--- src/rtl/vec_alu_seq_if.sv ---
// Command handshake bundle for vec_alu_seq: valid/ready plus the latched command fields.
interface vec_alu_seq_if #(
  parameter int op_width_p = 2,
  parameter int els_p      = 8,
  parameter int regs_p     = 8
);
  localparam int rw = $clog2(regs_p);
  localparam int ew = $clog2(els_p);

  logic                  v_i;
  logic                  ready_o;
  logic [op_width_p-1:0] op_i;
  logic [rw-1:0]         vs1_i;
  logic [rw-1:0]         vs2_i;
  logic [rw-1:0]         vd_i;
  logic [ew-1:0]         len_i;

  modport master (output v_i, op_i, vs1_i, vs2_i, vd_i, len_i, input ready_o);
  modport slave  (input v_i, op_i, vs1_i, vs2_i, vd_i, len_i, output ready_o);
endinterface

--- src/rtl/vec_alu_seq.sv ---
// Sequencer for element-wise vector ALU ops: read (p0) -> ALU (p1) -> writeback (p2).
// Optional flag accumulation is built only when VEC_ALU_SEQ_FLAGS_EN is defined.
module vec_alu_seq #(
  parameter int vdw_p      = 32,
  parameter int op_width_p = 2,
  parameter int els_p      = 8,
  parameter int regs_p     = 8,
  localparam int rw = $clog2(regs_p),
  localparam int ew = $clog2(els_p)
) (
  input  logic                  clk_i,
  input  logic                  reset_i,
  vec_alu_seq_if.slave          cmd,
  output logic                  rd_v_o,
  output logic [rw-1:0]         rd_reg1_o,
  output logic [rw-1:0]         rd_reg2_o,
  output logic [ew-1:0]         rd_el_o,
  input  logic [vdw_p-1:0]      rd_a_i,
  input  logic [vdw_p-1:0]      rd_b_i,
  output logic [vdw_p-1:0]      alu_a_o,
  output logic [vdw_p-1:0]      alu_b_o,
  output logic [op_width_p-1:0] alu_op_o,
  input  logic [vdw_p-1:0]      alu_result_i,
  input  logic                  alu_overflow_i,
  input  logic                  alu_zero_i,
  input  logic                  alu_negative_i,
  output logic                  wr_v_o,
  output logic [rw-1:0]         wr_reg_o,
  output logic [ew-1:0]         wr_el_o,
  output logic [vdw_p-1:0]      wr_data_o,
  output logic                  done_o,
  output logic                  illegal_o,
  output logic                  any_ovf_o,
  output logic                  all_zero_o,
  output logic                  any_neg_o
);

  localparam logic [op_width_p-1:0] OP_ILLEGAL = op_width_p'(3);

  typedef enum logic [1:0] {IDLE, READ, DRAIN, DONE} state_e;

  state_e                state_q, state_d;
  logic                  accept;
  logic [op_width_p-1:0] op_q;
  logic                  illegal_q;
  logic [rw-1:0]         vs1_q, vs2_q, vd_q;
  logic [ew-1:0]         last_q;
  logic [ew-1:0]         el_q;
  logic                  vld_p0, vld_p1, vld_p2;
  logic [ew-1:0]         el_p1, el_p2;
  logic [vdw_p-1:0]      data_p2;
  logic                  last_wr;

  assign accept  = cmd.v_i && (state_q == IDLE);
  assign last_wr = vld_p2 && (el_p2 == last_q);

  always_ff @(posedge clk_i) begin
    if (!reset_i) state_q <= IDLE;
    else          state_q <= state_d;
  end

  always_comb begin
    state_d = state_q;
    vld_p0  = 1'b0;
    case (state_q)
      IDLE:  if (cmd.v_i) state_d = (cmd.op_i == OP_ILLEGAL) ? DONE : READ;
      READ: begin
        vld_p0 = 1'b1;
        if (el_q == last_q) state_d = DRAIN;
      end
      DRAIN: if (last_wr) state_d = DONE;
      DONE:  state_d = IDLE;
      default: state_d = IDLE;
    endcase
  end

  always_ff @(posedge clk_i) begin
    if (!reset_i) begin
      el_q      <= '0;
      op_q      <= '0;
      illegal_q <= 1'b0;
      vld_p1    <= 1'b0;
      vld_p2    <= 1'b0;
    end else begin
      vld_p1 <= vld_p0;
      vld_p2 <= vld_p1;
      if (accept) begin
        el_q      <= '0;
        op_q      <= cmd.op_i;
        illegal_q <= (cmd.op_i == OP_ILLEGAL);
      end else if (vld_p0 && (el_q != last_q)) begin
        el_q <= el_q + 1'b1;
      end
    end
  end

  // len 0 wraps to all-ones, i.e. last index els_p-1
  always_ff @(posedge clk_i) begin
    if (accept) begin
      vs1_q  <= cmd.vs1_i;
      vs2_q  <= cmd.vs2_i;
      vd_q   <= cmd.vd_i;
      last_q <= cmd.len_i - 1'b1;
    end
    el_p1   <= el_q;
    el_p2   <= el_p1;
    data_p2 <= alu_result_i;
  end

  assign cmd.ready_o = (state_q == IDLE);

  // p0: read request
  assign rd_v_o    = vld_p0;
  assign rd_reg1_o = vld_p0 ? vs1_q : '0;
  assign rd_reg2_o = vld_p0 ? vs2_q : '0;
  assign rd_el_o   = vld_p0 ? el_q  : '0;

  // p1: returned data feeds the ALU
  assign alu_a_o  = vld_p1 ? rd_a_i : '0;
  assign alu_b_o  = vld_p1 ? rd_b_i : '0;
  assign alu_op_o = op_q;

  // p2: registered writeback
  assign wr_v_o    = vld_p2;
  assign wr_reg_o  = vld_p2 ? vd_q    : '0;
  assign wr_el_o   = vld_p2 ? el_p2   : '0;
  assign wr_data_o = vld_p2 ? data_p2 : '0;

  assign done_o    = (state_q == DONE);
  assign illegal_o = done_o && illegal_q;

`ifdef VEC_ALU_SEQ_FLAGS_EN
  logic any_ovf_q, all_zero_q, any_neg_q;

  always_ff @(posedge clk_i) begin
    if (!reset_i) begin
      any_ovf_q  <= 1'b0;
      all_zero_q <= 1'b0;
      any_neg_q  <= 1'b0;
    end else if (accept) begin
      any_ovf_q  <= 1'b0;
      all_zero_q <= 1'b1;
      any_neg_q  <= 1'b0;
    end else if (vld_p1) begin
      any_ovf_q  <= any_ovf_q  | alu_overflow_i;
      all_zero_q <= all_zero_q & alu_zero_i;
      any_neg_q  <= any_neg_q  | alu_negative_i;
    end
  end

  assign any_ovf_o  = any_ovf_q;
  assign all_zero_o = all_zero_q;
  assign any_neg_o  = any_neg_q;
`else
  logic flags_unused;
  assign flags_unused = alu_overflow_i ^ alu_zero_i ^ alu_negative_i;

  assign any_ovf_o  = 1'b0;
  assign all_zero_o = 1'b0;
  assign any_neg_o  = 1'b0;
`endif

endmodule

--- src/flat_wrapper.sv ---
// flat-port wrapper written by rule: the top's interface ports become plain ports
module vec_alu_seq_flat 
#(
  parameter int vdw_p      = 32,
  parameter int op_width_p = 2,
  parameter int els_p      = 8,
  parameter int regs_p     = 8,
  localparam int rw = $clog2(regs_p),
  localparam int ew = $clog2(els_p)
)
  (clk_i, reset_i, rd_v_o, rd_reg1_o, rd_reg2_o, rd_el_o, rd_a_i, rd_b_i, alu_a_o, alu_b_o, alu_op_o, alu_result_i, alu_overflow_i, alu_zero_i, alu_negative_i, wr_v_o, wr_reg_o, wr_el_o, wr_data_o, done_o, illegal_o, any_ovf_o, all_zero_o, any_neg_o, cmd_v_i, cmd_op_i, cmd_vs1_i, cmd_vs2_i, cmd_vd_i, cmd_len_i, cmd_ready_o);
  vec_alu_seq_if #(.op_width_p(op_width_p), .els_p(els_p), .regs_p(regs_p)) cmd_i ();
  input  logic clk_i;
  input  logic reset_i;
  output logic rd_v_o;
  output logic [rw-1:0] rd_reg1_o;
  output logic [rw-1:0] rd_reg2_o;
  output logic [ew-1:0] rd_el_o;
  input  logic [vdw_p-1:0] rd_a_i;
  input  logic [vdw_p-1:0] rd_b_i;
  output logic [vdw_p-1:0] alu_a_o;
  output logic [vdw_p-1:0] alu_b_o;
  output logic [op_width_p-1:0] alu_op_o;
  input  logic [vdw_p-1:0] alu_result_i;
  input  logic alu_overflow_i;
  input  logic alu_zero_i;
  input  logic alu_negative_i;
  output logic wr_v_o;
  output logic [rw-1:0] wr_reg_o;
  output logic [ew-1:0] wr_el_o;
  output logic [vdw_p-1:0] wr_data_o;
  output logic done_o;
  output logic illegal_o;
  output logic any_ovf_o;
  output logic all_zero_o;
  output logic any_neg_o;
  input wire logic [$bits(cmd_i.v_i)-1:0] cmd_v_i;
  input wire logic [$bits(cmd_i.op_i)-1:0] cmd_op_i;
  input wire logic [$bits(cmd_i.vs1_i)-1:0] cmd_vs1_i;
  input wire logic [$bits(cmd_i.vs2_i)-1:0] cmd_vs2_i;
  input wire logic [$bits(cmd_i.vd_i)-1:0] cmd_vd_i;
  input wire logic [$bits(cmd_i.len_i)-1:0] cmd_len_i;
  output wire logic [$bits(cmd_i.ready_o)-1:0] cmd_ready_o;
  assign cmd_i.v_i = cmd_v_i;
  assign cmd_i.op_i = cmd_op_i;
  assign cmd_i.vs1_i = cmd_vs1_i;
  assign cmd_i.vs2_i = cmd_vs2_i;
  assign cmd_i.vd_i = cmd_vd_i;
  assign cmd_i.len_i = cmd_len_i;
  assign cmd_ready_o = cmd_i.ready_o;
  vec_alu_seq #(.vdw_p(vdw_p), .op_width_p(op_width_p), .els_p(els_p), .regs_p(regs_p)) u_core (.clk_i(clk_i), .reset_i(reset_i), .cmd(cmd_i), .rd_v_o(rd_v_o), .rd_reg1_o(rd_reg1_o), .rd_reg2_o(rd_reg2_o), .rd_el_o(rd_el_o), .rd_a_i(rd_a_i), .rd_b_i(rd_b_i), .alu_a_o(alu_a_o), .alu_b_o(alu_b_o), .alu_op_o(alu_op_o), .alu_result_i(alu_result_i), .alu_overflow_i(alu_overflow_i), .alu_zero_i(alu_zero_i), .alu_negative_i(alu_negative_i), .wr_v_o(wr_v_o), .wr_reg_o(wr_reg_o), .wr_el_o(wr_el_o), .wr_data_o(wr_data_o), .done_o(done_o), .illegal_o(illegal_o), .any_ovf_o(any_ovf_o), .all_zero_o(all_zero_o), .any_neg_o(any_neg_o));
endmodule
--- config.mk ---
export PLATFORM = sky130hd
export DESIGN_NAME = vec_alu_seq_flat
export DESIGN_NICKNAME = d
export VERILOG_FILES = /design/src/rtl/vec_alu_seq_if.sv /design/src/rtl/vec_alu_seq.sv /design/src/flat_wrapper.sv
export SDC_FILE = /design/constraint.sdc
export NUM_CORES = 1
export LEC_CHECK = 0
export BUFFER_PORTS_ARGS = -buffer_cell sky130_fd_sc_hd__clkbuf_2
export CAP_MARGIN = 10
export CORE_MARGIN = 4
export CORE_UTILIZATION = 33
export DETAILED_ROUTE_END_ITERATION = 8
export PLACE_DENSITY = 0.87
export SLEW_MARGIN = 20
export SYNTH_ARGS = -nofsm -noshare
export SYNTH_HDL_FRONTEND = slang
export SYNTH_SLANG_ARGS = --single-unit
--- constraint.sdc ---
create_clock -name clk_i -period 1.4 [get_ports clk_i]
set_input_delay 0.14 -clock clk_i [delete_from_list [all_inputs] [get_ports clk_i]]
set_output_delay 0.14 -clock clk_i [all_outputs]
set_load 0.01 [all_outputs]
Word-level counts from Yosys, hierarchy flattened
Index checks and enable logic that the tools add are counted.
{ "classes": {"n_addsub": 2, "bitwise_logic": 1, "n_reduce_logical": 7, "mux": 14, "n_eq_ne": 10} }
{ "op_table": {"columns": ["cell", "n"], "rows": [
  ["2-to-1 mux 32 bit", 3],
  ["2-to-1 mux 3 bit", 5],
  ["2-to-1 mux 2 bit", 4],
  ["one-hot mux 2 bit (4 select lines)", 1],
  ["== test 2 bit, second input constant", 3],
  ["== test 3 bit", 2],
  ["logical AND 1 bit", 4],
  ["inequality test 2 x 1 -> 1 bit, second input constant", 2],
  ["adder 3 x 1 -> 3 bit, second input constant", 1],
  ["inequality test 3 bit", 1],
  ["AND reduction 3 bit", 1],
  ["subtractor 3 x 1 -> 3 bit, second input constant", 1],
  ["== test 2 x 1 -> 1 bit, second input constant", 1],
  ["logical NOT 2 bit", 1],
  ["inequality test 2 bit, second input constant", 1],
  ["OR reduction 2 bit", 1],
  ["2-to-1 mux 1 bit", 1],
  ["NOT 1 bit", 1]
]} }
{ "word_totals": {"out_inout_bits": 121, "reg_bits": 60, "elab_cells": 47, "in_bits": 116} }

Longest topological paths before layout
Gate-level depths: netlist of run 1.
{ "depth": {"depth_word": 4, "mapped_depth": 6, "mapped_depth_nobuf": 6} }

Worst setup path before layout of run 1
No wires, ideal clock.
{ "synth_timing": {"path_type": "register to register", "from": "reg u_core.state_q[0]", "to": "reg u_core.last_q[0] (enable)", "synth_period_minus_slack_ns": 1.432, "arrival_time_ns": 1.081, "slack_ns": -0.032, "path_buffers": 0, "setup_time_ns": 0.351, "required_time_ns": 1.049, "stages_incl_launch_ff": 5, "cell_sequence": "dfxtp_1 > inv_1 > ha_1 > nand2_1 > inv_1"} }
{ "synth_via": {"elab_chain_cells": 2} }
{ "synth_rtl": {"columns": ["element", "line", "text"], "rows": [
  ["from (decl)", "vec_alu_seq.sv:42", "state_e state_q, state_d;"],
  ["from (signal assigned)", "vec_alu_seq.sv:59", "else state_q <= state_d;"],
  ["logical NOT 2 bit", null, null],
  ["named net cmd_ready_o", "flat_wrapper.sv:43", "output wire logic [$bits(cmd_i.ready_o)-1:0] cmd_ready_o;"],
  ["logical AND 1 bit", "vec_alu_seq.sv:54", "assign accept = cmd.v_i && (state_q == IDLE);"],
  ["named net u_core.accept", "vec_alu_seq.sv:43", "logic accept;"],
  ["to (signal assigned)", "vec_alu_seq.sv:103", "last_q <= cmd.len_i - 1'b1;"],
  ["to (decl)", "vec_alu_seq.sv:47", "logic [ew-1:0] last_q;"]
]} }
The timed path passes the listed nets, and every way through them passes these cells.
A chain may end at the register's enable or synchronous reset.

Worst setup path in the final report of run 1
{ "layout_timing": {"from": "reg u_core.state_q[1]", "to": "out rd_reg1_o[2]"} }
{ "layout_via": {"elab_chain_cells": 3} }
{ "layout_rtl": {"columns": ["element", "line", "text"], "rows": [
  ["== test 2 x 1 -> 1 bit", "vec_alu_seq.sv:65", "case (state_q)"],
  ["2-to-1 mux 1 bit", "vec_alu_seq.sv:65", null],
  ["2-to-1 mux 3 bit", "vec_alu_seq.sv:114", "assign rd_reg1_o = vld_p0 ? vs1_q : '0;"],
  ["to (decl)", "flat_wrapper.sv:16", "output logic [rw-1:0] rd_reg1_o;"]
]} }
No other way between the ends.

==> impl_metrics.ini, run 1 <==
[route]
drc = 0
wl_per_cell_microns = 16.3
totalWireLength_microns = 10300
postRouteAntennaNets = 0
drt-initial-drc-count = 55
drtPass1Iterations = 4
vias = 2674
vias_per_cell = 4.22

[final_layout]
multi_input_area_sq_um = 1130
layout.nets = 652
fillCellCount = 579
n_antenna_cell = 0
seqCellArea_sq_um = 1330
area_delta_synth_final_pct = 90.7
instances_no_fill = 633
layout_common_cells = 167 x clkbuf_2, 101 x and2_1, 47 x buf_2, 44 x dfxtp_1, 41 x dlygate4sd3_1
final_layout_size_suffix_gt1_share_pct = 54.3
final_common_cell = clkbuf_2

[die]
initial_utilization_pct = 34.1
dieArea_sq_um = 8990
dieWidth_microns = 94.8
row_count = 31
io_pins = 237
die_y_microns = 94.8
core-area_sq_um = 7290

[outcome]
violations = negative setup slack
status = complete, but fails checks

[sta]
skew_ps = 8.52
setup_slack_ps = -54.8
holdWs_ps = 44.7
hold_viol = 0
period_share_pct = 104
rsz0062_at_grt = true
maxSlewViolCount = 0
period_needed_ps = 1450
fmax_ghz = 0.687
finalSetupViolCount = 10

[placement]
dpl.cell_count = 562
gp_congestion = 0.751
numPortBuffers = 230
dp_hpwl_microns = 6690

[global_routing]
grt_max_degree = 40
grt_overflow = 0
grt_pass1_vias = 2654
grt_first_pass_wirelength_microns = 13500
antenna_found_initial = 1
grt_usage_pct = 20.0

[hold_path]
min_from = cmd_op_i[0]
hold_depth = 3
hold_path_class = in2reg
whs_endpoint = u_core.alu_op_o[0]$_SDFFE_PN0P_

[clock_network]
clock_latency_ps = 340
cts_root_buf = clkbuf_8
clock-sinks = 60
clock_path_buffers = 2
cts_inserted_buffers = 9
clkTransAtPathRegs_ps = 70
cts_tree = built
h-tree-depth = 3

[critical_path]
startpoint_type = flip-flop
worstSetupEndpointType = output pin
ff2ff_setup_slack_ps = -50
r2r_start = u_core.last_q[1]$_DFFE_PP_
critPathMaxFanout = 7
rr_endpoint = u_core.el_q[1]$_SDFFE_PP0P_
worstSetupPathType = reg2out
cp_data_arrival_time_ps = 1310
r2r_cells = 4
required_ps = 1260

[synth]
syn_area_per_cell_sq_um = 10.3
yosys_warnings = 0
synth_area_sq_um = 2490
yosysTopAreaCellShare_pct = 38.6
syn_inst = 242
yosysUniqueCellTypes = 21
synth_top_cells_by_area = dfxtp_1 39%, and2_1 29%, edfxtp_1 14%
ys_seq_elements = 60
synth_top_area_cell = dfxtp_1
ys_seq_area_share_pct = 53.1

[pwr]
p_clk_share_pct = 24.1
combPwrFrac_pct = 40.6
intPower_w = 0.00416
finalPower_w = 0.00611
p_seq_share_pct = 35.3
ir_worst_vdd_v = 0.000842
switching_power_w = 0.00196
swShare_pct = 32.0
power_density_nw_per_um2 = 1290
p_leak_nw = 2.56

[job]
max-cap-violations = 0
[worst max path at each step]
stage,from,endpoint,cells after the start
after CTS,u_core.state_q[1]$_SDFFE_PN0P_,rd_reg1_o[2],5
after detailed placement,u_core.state_q[0]$_SDFFE_PN0P_,u_core.alu_op_o[1]$_SDFFE_PN0P_,6
after global placement,u_core.state_q[0]$_SDFFE_PN0P_,u_core.alu_op_o[0]$_SDFFE_PN0P_,6
final,u_core.state_q[1]$_SDFFE_PN0P_,rd_reg1_o[2],5
after floorplan,u_core.state_q[0]$_SDFFE_PN0P_,u_core.last_q[0]$_DFFE_PP_,4
after global routing,u_core.last_q[1]$_DFFE_PP_,u_core.el_q[1]$_SDFFE_PP0P_,4
[power by group through the flow]
stage | sequential, W | combinational (W) | clock (W)
after global placement | 0.00212 | 0.00172 | 0
after floorplan | 0.00212 | 0.00100 | 0
after detailed placement | 0.00214 | 0.00177 | 0
after global routing | 0.00218 | 0.00266 | 0.00160
after CTS | 0.00212 | 0.00210 | 0.00151
final | 0.00216 | 0.00248 | 0.00147
[cells in the mapped netlist, drive strengths merged]
cell type,number
and2,115
dfxtp,48
clkbuf,13
edfxtp,12
nand2,11
xor2,9
ha,7
inv,7
buf,3
mux2i,3
nor2,3
a21boi,2
o21ai,2
conb,1
nand2b,1
nand3,1
o211ai,1
o311ai,1
o31ai,1
o41ai,1
[layout make-up]
class	instances	share of cell area, %
clock buffer	11	2.77
clock inverter	5	1.08
inverter	7	0.633
multi-input combinational	161	23.9
sequential	60	28.1
tap	99	2.61
timing repair buffer	290	40.9
[critical path, stage by stage, from the launching register on]
cell	delay, ps
dfxtp_2	330
inv_2	90
ha_4	190
buf_6	130
and2_4	140
buf_6	100
[what timing repair did]
item                                   CTS  global route
setup endpoints to repair               69            84
setup buffers                            5             4
endpoints found under the hold margin   41             0
hold buffers                            41             0
gates resized for setup                 14           100
pin swaps                                1             4
gates cloned                             1             5
[routing by layer]
metal | vias up | GRT usage (%) | part of all wire (%)
met5 | - | 0 | 0.19
met4 | 2 | 6.13 | 1.8
met3 | 18 | 11.4 | 11
met2 | 117 | 33.5 | 50
met1 | 1226 | 21.3 | 37
li1 | 1311 | - | -
[per-stage QoR]
stage / instance area, sq um / util, % / setup slack (ps) / TNS, ps
2_1_floorplan: 2500 / - / 48.2 / 0
3_3_place_gp: 3750 / 51.5 / 48.9 / 0
3_5_place_dp: 3750 / 51.5 / -49.7 / -349
4_1_cts: 4460 / 61.2 / -64.1 / -177
5_1_grt: 4740 / 65.0 / -111 / -2310
6_report: 4740 / 65.0 / -54.8 / -370
[logic make-up after synthesis]
| group | synth area share (%) |
|---|---|
| buffers and inverters | 3.92 |
| and+or+nand+nor | 31.7 |
| other | 0.151 |
| muxes | 1.21 |
| AOI/OAI and AO/OA | 3.17 |
| DFF | 53.1 |
| xor gates and xnor gates | 3.17 |
| adders and majority gates | 3.52 |
[registers in the layout, indices dropped and copies added, names as in the netlist]
register,cells
u_core.vs1_q,3
u_core.vd_q,3
u_core.el_p2,3
u_core.data_p2,32
u_core.last_q,3
u_core.vld_p1,1
u_core.wr_v_o,1
u_core.alu_op_o,2
u_core.illegal_q,1
u_core.vs2_q,3
u_core.el_p1,3
u_core.state_q,2
u_core.el_q,3
No activity file was read; power rests on OpenSTA's default activity.
==> inputs of run 2 (changes only) <==
--- a/config.mk
+++ b/config.mk
@@ -10,7 +10,7 @@
 export CORE_MARGIN = 4
 export CORE_UTILIZATION = 33
 export DETAILED_ROUTE_END_ITERATION = 8
-export PLACE_DENSITY = 0.87
+export PLACE_DENSITY = 0.88
 export SLEW_MARGIN = 20
 export SYNTH_ARGS = -nofsm -noshare
 export SYNTH_HDL_FRONTEND = slang
==> impl_metrics.ini, run 2 (synthesis results as in run 1) <==
[critical_path]
critical_path.top_delay_family = flip-flops
critical_path.slowest_cell = dfxtp_2
ff2ff_setup_slack_ps = 0
rr_endpoint = u_core.state_q[0]$_SDFFE_PN0P_
worstSetupPathType = reg2out
worstSetupEndpointType = output pin
cp_cell_sequence = inv_2, ha_4, buf_6, and2_4, buf_6
cp_data_arrival_time_ps = 1280
startpoint_type = flip-flop
r2r_start = u_core.last_q[1]$_DFFE_PP_
critPathMaxFanout = 8
critPathBufInv = 3
max_stage_delay_ps = 340
worst_path_most_repeated_cell = buf_6
r2r_cells = 4
required_ps = 1260

[clock_network]
cts_root_buf = clkbuf_8
clock-sinks = 60
clock_path_buffers = 2
clkTransAtPathRegs_ps = 70
cts_inserted_buffers = 9
cts_tree = built
clock_latency_ps = 330
h-tree-depth = 3

[final_layout]
final_common_cell = clkbuf_2
largest_reg_flops = 32
utilization_pct = 63.0
largest_register = u_core.data_p2
layout.nets = 648
final_area_sq_um = 4590
instances_no_fill = 629
fillCellCount = 583
layout_common_cells = 227 x clkbuf_2, 112 x and2_1, 44 x dfxtp_1, 41 x dlygate4sd3_1, 12 x edfxtp_1
n_antenna_cell = 0
final_layout_size_suffix_gt1_share_pct = 52.1
area_delta_synth_final_pct = 84.7

[route]
drtPass1Iterations = 4
postRouteAntennaNets = 0
vias_per_cell = 4.21
vias = 2649
wl_per_cell_microns = 15.5
totalWireLength_microns = 9770
drt-initial-drc-count = 31
drc = 0

[hold_path]
whs_endpoint = u_core.last_q[0]$_DFFE_PP_
hold_depth = 2
hold_path_class = in2reg
min_from = cmd_len_i[0]

[global_routing]
grt_max_degree = 66
grt_first_pass_wirelength_microns = 13200
grt_usage_pct = 19.5
grt_pass1_vias = 2654
antenna_found_initial = 1
grt_overflow = 0

[placement]
place_area_sq_um = 3750
dp_hpwl_microns = 6540
gp_congestion = 0.740
numPortBuffers = 230
dpl.cell_count = 562

[sta]
setup_slack_ps = -23.7
finalSetupViolCount = 2
skew_ps = 9.69
fmax_ghz = 0.702
period_needed_ps = 1420
maxSlewViolCount = 0
holdWs_ps = 52.5
rsz0062_at_grt = true
hold_viol = 0
period_share_pct = 102

[die]
core-area_sq_um = 7290
die_y_microns = 94.8
io_pins = 237
dieArea_sq_um = 8990
initial_utilization_pct = 34.1
row_count = 31
dieWidth_microns = 94.8

[pwr]
ir_worst_vdd_v = 0.00101
power_density_nw_per_um2 = 1320
p_leak_nw = 2.46

[outcome]
status = complete, but fails checks
violations = negative setup slack

[job]
max-cap-violations = 0
run 2: worst max path at each step:
stage                                   startpoint                         endpoint  slack, ps  depth (start not counted)
floorplan           u_core.state_q[0]$_SDFFE_PN0P_       u_core.last_q[0]$_DFFE_PP_         50                          4
global placement    u_core.state_q[0]$_SDFFE_PN0P_  u_core.alu_op_o[0]$_SDFFE_PN0P_         50                          6
detailed placement  u_core.state_q[1]$_SDFFE_PN0P_  u_core.alu_op_o[0]$_SDFFE_PN0P_        -50                          6
CTS                 u_core.state_q[1]$_SDFFE_PN0P_                     rd_reg1_o[1]        -40                          5
global route        u_core.state_q[1]$_SDFFE_PN0P_                     rd_reg1_o[2]        -90                          5
finish              u_core.state_q[1]$_SDFFE_PN0P_                     rd_reg1_o[1]        -20                          5
run 2: layout make-up:
type	count	area (sq um)	share of cell area, %
Clock buffer	10	128	2.78
Clock inverter	6	87.6	1.91
Inverter	7	30.0	0.654
Multi-Input combinational cell	161	1100	24.0
Sequential cell	60	1330	29.0
Tap cell	99	124	2.70
Timing Repair Buffer	286	1790	39.0
run 2: timing repair:
action / in CTS / in global routing
gates cloned: 0 / 4
hold buffers: 41 / 0
endpoints found under the hold margin: 41 / 0
gates resized for setup: 14 / 12
pin swaps: 0 / 1
buffers inserted: 6 / 0
endpoints found under the setup margin: 66 / 114
run 2: stage by stage:
| step | power [W] | setup TNS [ps] | setup slack (ps) |
|---|---|---|---|
| floorplan | 0.00312 | 0 | 48.2 |
| global placement | 0.00382 | 0 | 52.0 |
| detailed placement | 0.00389 | -262 | -54.9 |
| CTS | 0.00589 | -81.5 | -36.5 |
| global route | 0.00641 | -400 | -85.2 |
| finish | 0.00606 | -45.4 | -23.7 |
run 2: per-layer routing:
metal | vias up | share of wire, % | global-route usage (%)
li1 | 1311 | - | -
met1 | 1201 | 35 | 19.2
met2 | 122 | 53 | 36.3
met3 | 13 | 10 | 9.48
met4 | 2 | 1.1 | 4.93
met5 | - | 0.11 | 0
run 2: where the power goes:
group	switching [W]	internal [W]
clock	0.000687	0.00101
combinational	0.00110	0.00113
sequential	0.000121	0.00201
==> inputs of run 3 (changes only) <==
--- a/config.mk
+++ b/config.mk
@@ -11,6 +11,7 @@
 export CORE_UTILIZATION = 33
 export DETAILED_ROUTE_END_ITERATION = 8
 export PLACE_DENSITY = 0.88
+export SETUP_SLACK_MARGIN = 0.05
 export SLEW_MARGIN = 20
 export SYNTH_ARGS = -nofsm -noshare
 export SYNTH_HDL_FRONTEND = slang
==> impl_metrics.ini, run 3 (synthesis results as in run 1) <==
[sta]
rsz0062_at_grt = true
finalSetupViolCount = 13
fmax_ghz = 0.696
holdWs_ps = 51.4
setup_slack_ps = -36.0
maxSlewViolCount = 0
period_needed_ps = 1440
hold_viol = 0
skew_ps = 6.56
period_share_pct = 103

[clock_network]
cts_inserted_buffers = 9
clock_latency_ps = 330
clkTransAtPathRegs_ps = 70
cts_root_buf = clkbuf_8
h-tree-depth = 3
clock_path_buffers = 2
clock-sinks = 60
cts_tree = built

[route]
vias_per_cell = 4.42
wl_per_cell_microns = 17.4
drtPass1Iterations = 4
totalWireLength_microns = 11100
postRouteAntennaNets = 0
drc = 0
drt-initial-drc-count = 49
vias = 2822

[critical_path]
critPathMaxFanout = 16
critical_path.top_delay_family = flip-flops
cp_cell_sequence = buf_16, and2_1, buf_2
worstSetupEndpointType = output pin
critical_path.slowest_cell = dfxtp_4
cp_data_arrival_time_ps = 1300
required_ps = 1260
critPathBufInv = 2
max_stage_delay_ps = 490
worstSetupPathType = reg2out
startpoint_type = flip-flop

[die]
initial_utilization_pct = 34.1
die_y_microns = 94.8
io_pins = 237
row_count = 31
dieArea_sq_um = 8990
core-area_sq_um = 7290
dieWidth_microns = 94.8

[pwr]
p_leak_nw = 2.77
finalPower_w = 0.00678
ir_worst_vdd_v = 0.000876
power_density_nw_per_um2 = 1270

[global_routing]
grt_pass1_vias = 2659
grt_first_pass_wirelength_microns = 13000
grt_max_degree = 34
antenna_found_initial = 0
grt_overflow = 0
grt_usage_pct = 18.8

[final_layout]
utilization_pct = 73.0
largest_register = u_core.data_p2
final_common_cell = clkbuf_2
n_antenna_cell = 0
layout_common_cells = 121 x clkbuf_2, 66 x buf_6, 59 x and2_4, 55 x and2_1, 47 x buf_2
largest_reg_flops = 32
instances_no_fill = 639
layout.nets = 658
final_area_sq_um = 5320
area_delta_synth_final_pct = 114
final_layout_size_suffix_gt1_share_pct = 64.1

[placement]
place_area_sq_um = 3750
dp_hpwl_microns = 6290
gp_congestion = 0.748
numPortBuffers = 230
dpl.cell_count = 561

[hold_path]
hold_path_class = in2reg

[outcome]
violations = negative setup slack
status = complete, but fails checks

[job]
max-cap-violations = 0
## run 3: report_power, final
group / total, W / leakage, nW / internal [W] / switching, W
sequential: 0.00218 / 0.517 / 0.00201 / 0.000163
combinational: 0.00298 / 2.14 / 0.00171 / 0.00127
clock: 0.00162 / 0.109 / 0.000933 / 0.000689
total: 0.00678 / 2.77 / 0.00466 / 0.00212
## run 3: final cells by class
class                           count  area, sq um
Clock buffer                       11          153
Clock inverter                      5         57.6
Sequential cell                    60         1330
Inverter                            7         30.0
Tap cell                           99          124
Fill cell                         498         1970
Multi-Input combinational cell    161         1280
Timing Repair Buffer              296         2340
## run 3: per-stage QoR
| stage | TNS, ps | worst slack (ps) |
|---|---|---|
| 2_1_floorplan | 0 | 96.2 |
| 6_report | -203 | -36.0 |
| 5_1_grt | -3220 | -88.5 |
| 3_3_place_gp | 0 | 67.9 |
| 3_5_place_dp | -848 | -80.5 |
| 4_1_cts | -118 | -37.9 |
## run 3: worst reg2reg max path, delay by kind of cell (launching register included)
kind            cells  cell delay, ps
flops               1             430
mux                 1             150
xor+xnor            1             190
simple gates        1             160
compound gates      1             340
## run 3: final timing paths
path / start / to / slack [ps] / cells after the start
setup / recovery: u_core.vld_p1$_SDFF_PN0_ / alu_b_o[14] / -40 / 3
hold / removal: cmd_op_i[0] / u_core.alu_op_o[0]$_SDFFE_PN0P_ / 50 / 3
setup reg to reg: u_core.last_q[1]$_DFFE_PP_ / u_core.state_q[0]$_SDFFE_PN0P_ / 0 / 4
hold reg to reg: u_core.el_p1[0]$_DFF_P_ / u_core.el_p2[0]$_DFF_P_ / 330 / 0
## run 3: repair_timing
item / CTS / global route
cloned: 2 / 9
resized for setup: 22 / 242
hold buffers: 41 / 0
hold endpoints to repair: 41 / 0
pin swaps: 2 / 3
setup buffers: 7 / 3
endpoints found under the setup margin: 131 / 93
## run 3: metal layers
layer,up-vias,wire length [microns],track usage (%)
met3,28,806,7.25
met4,0,265,3.97
li1,1332,-,-
met2,133,5900,34.5
met5,-,0,0
met1,1329,4150,20.5
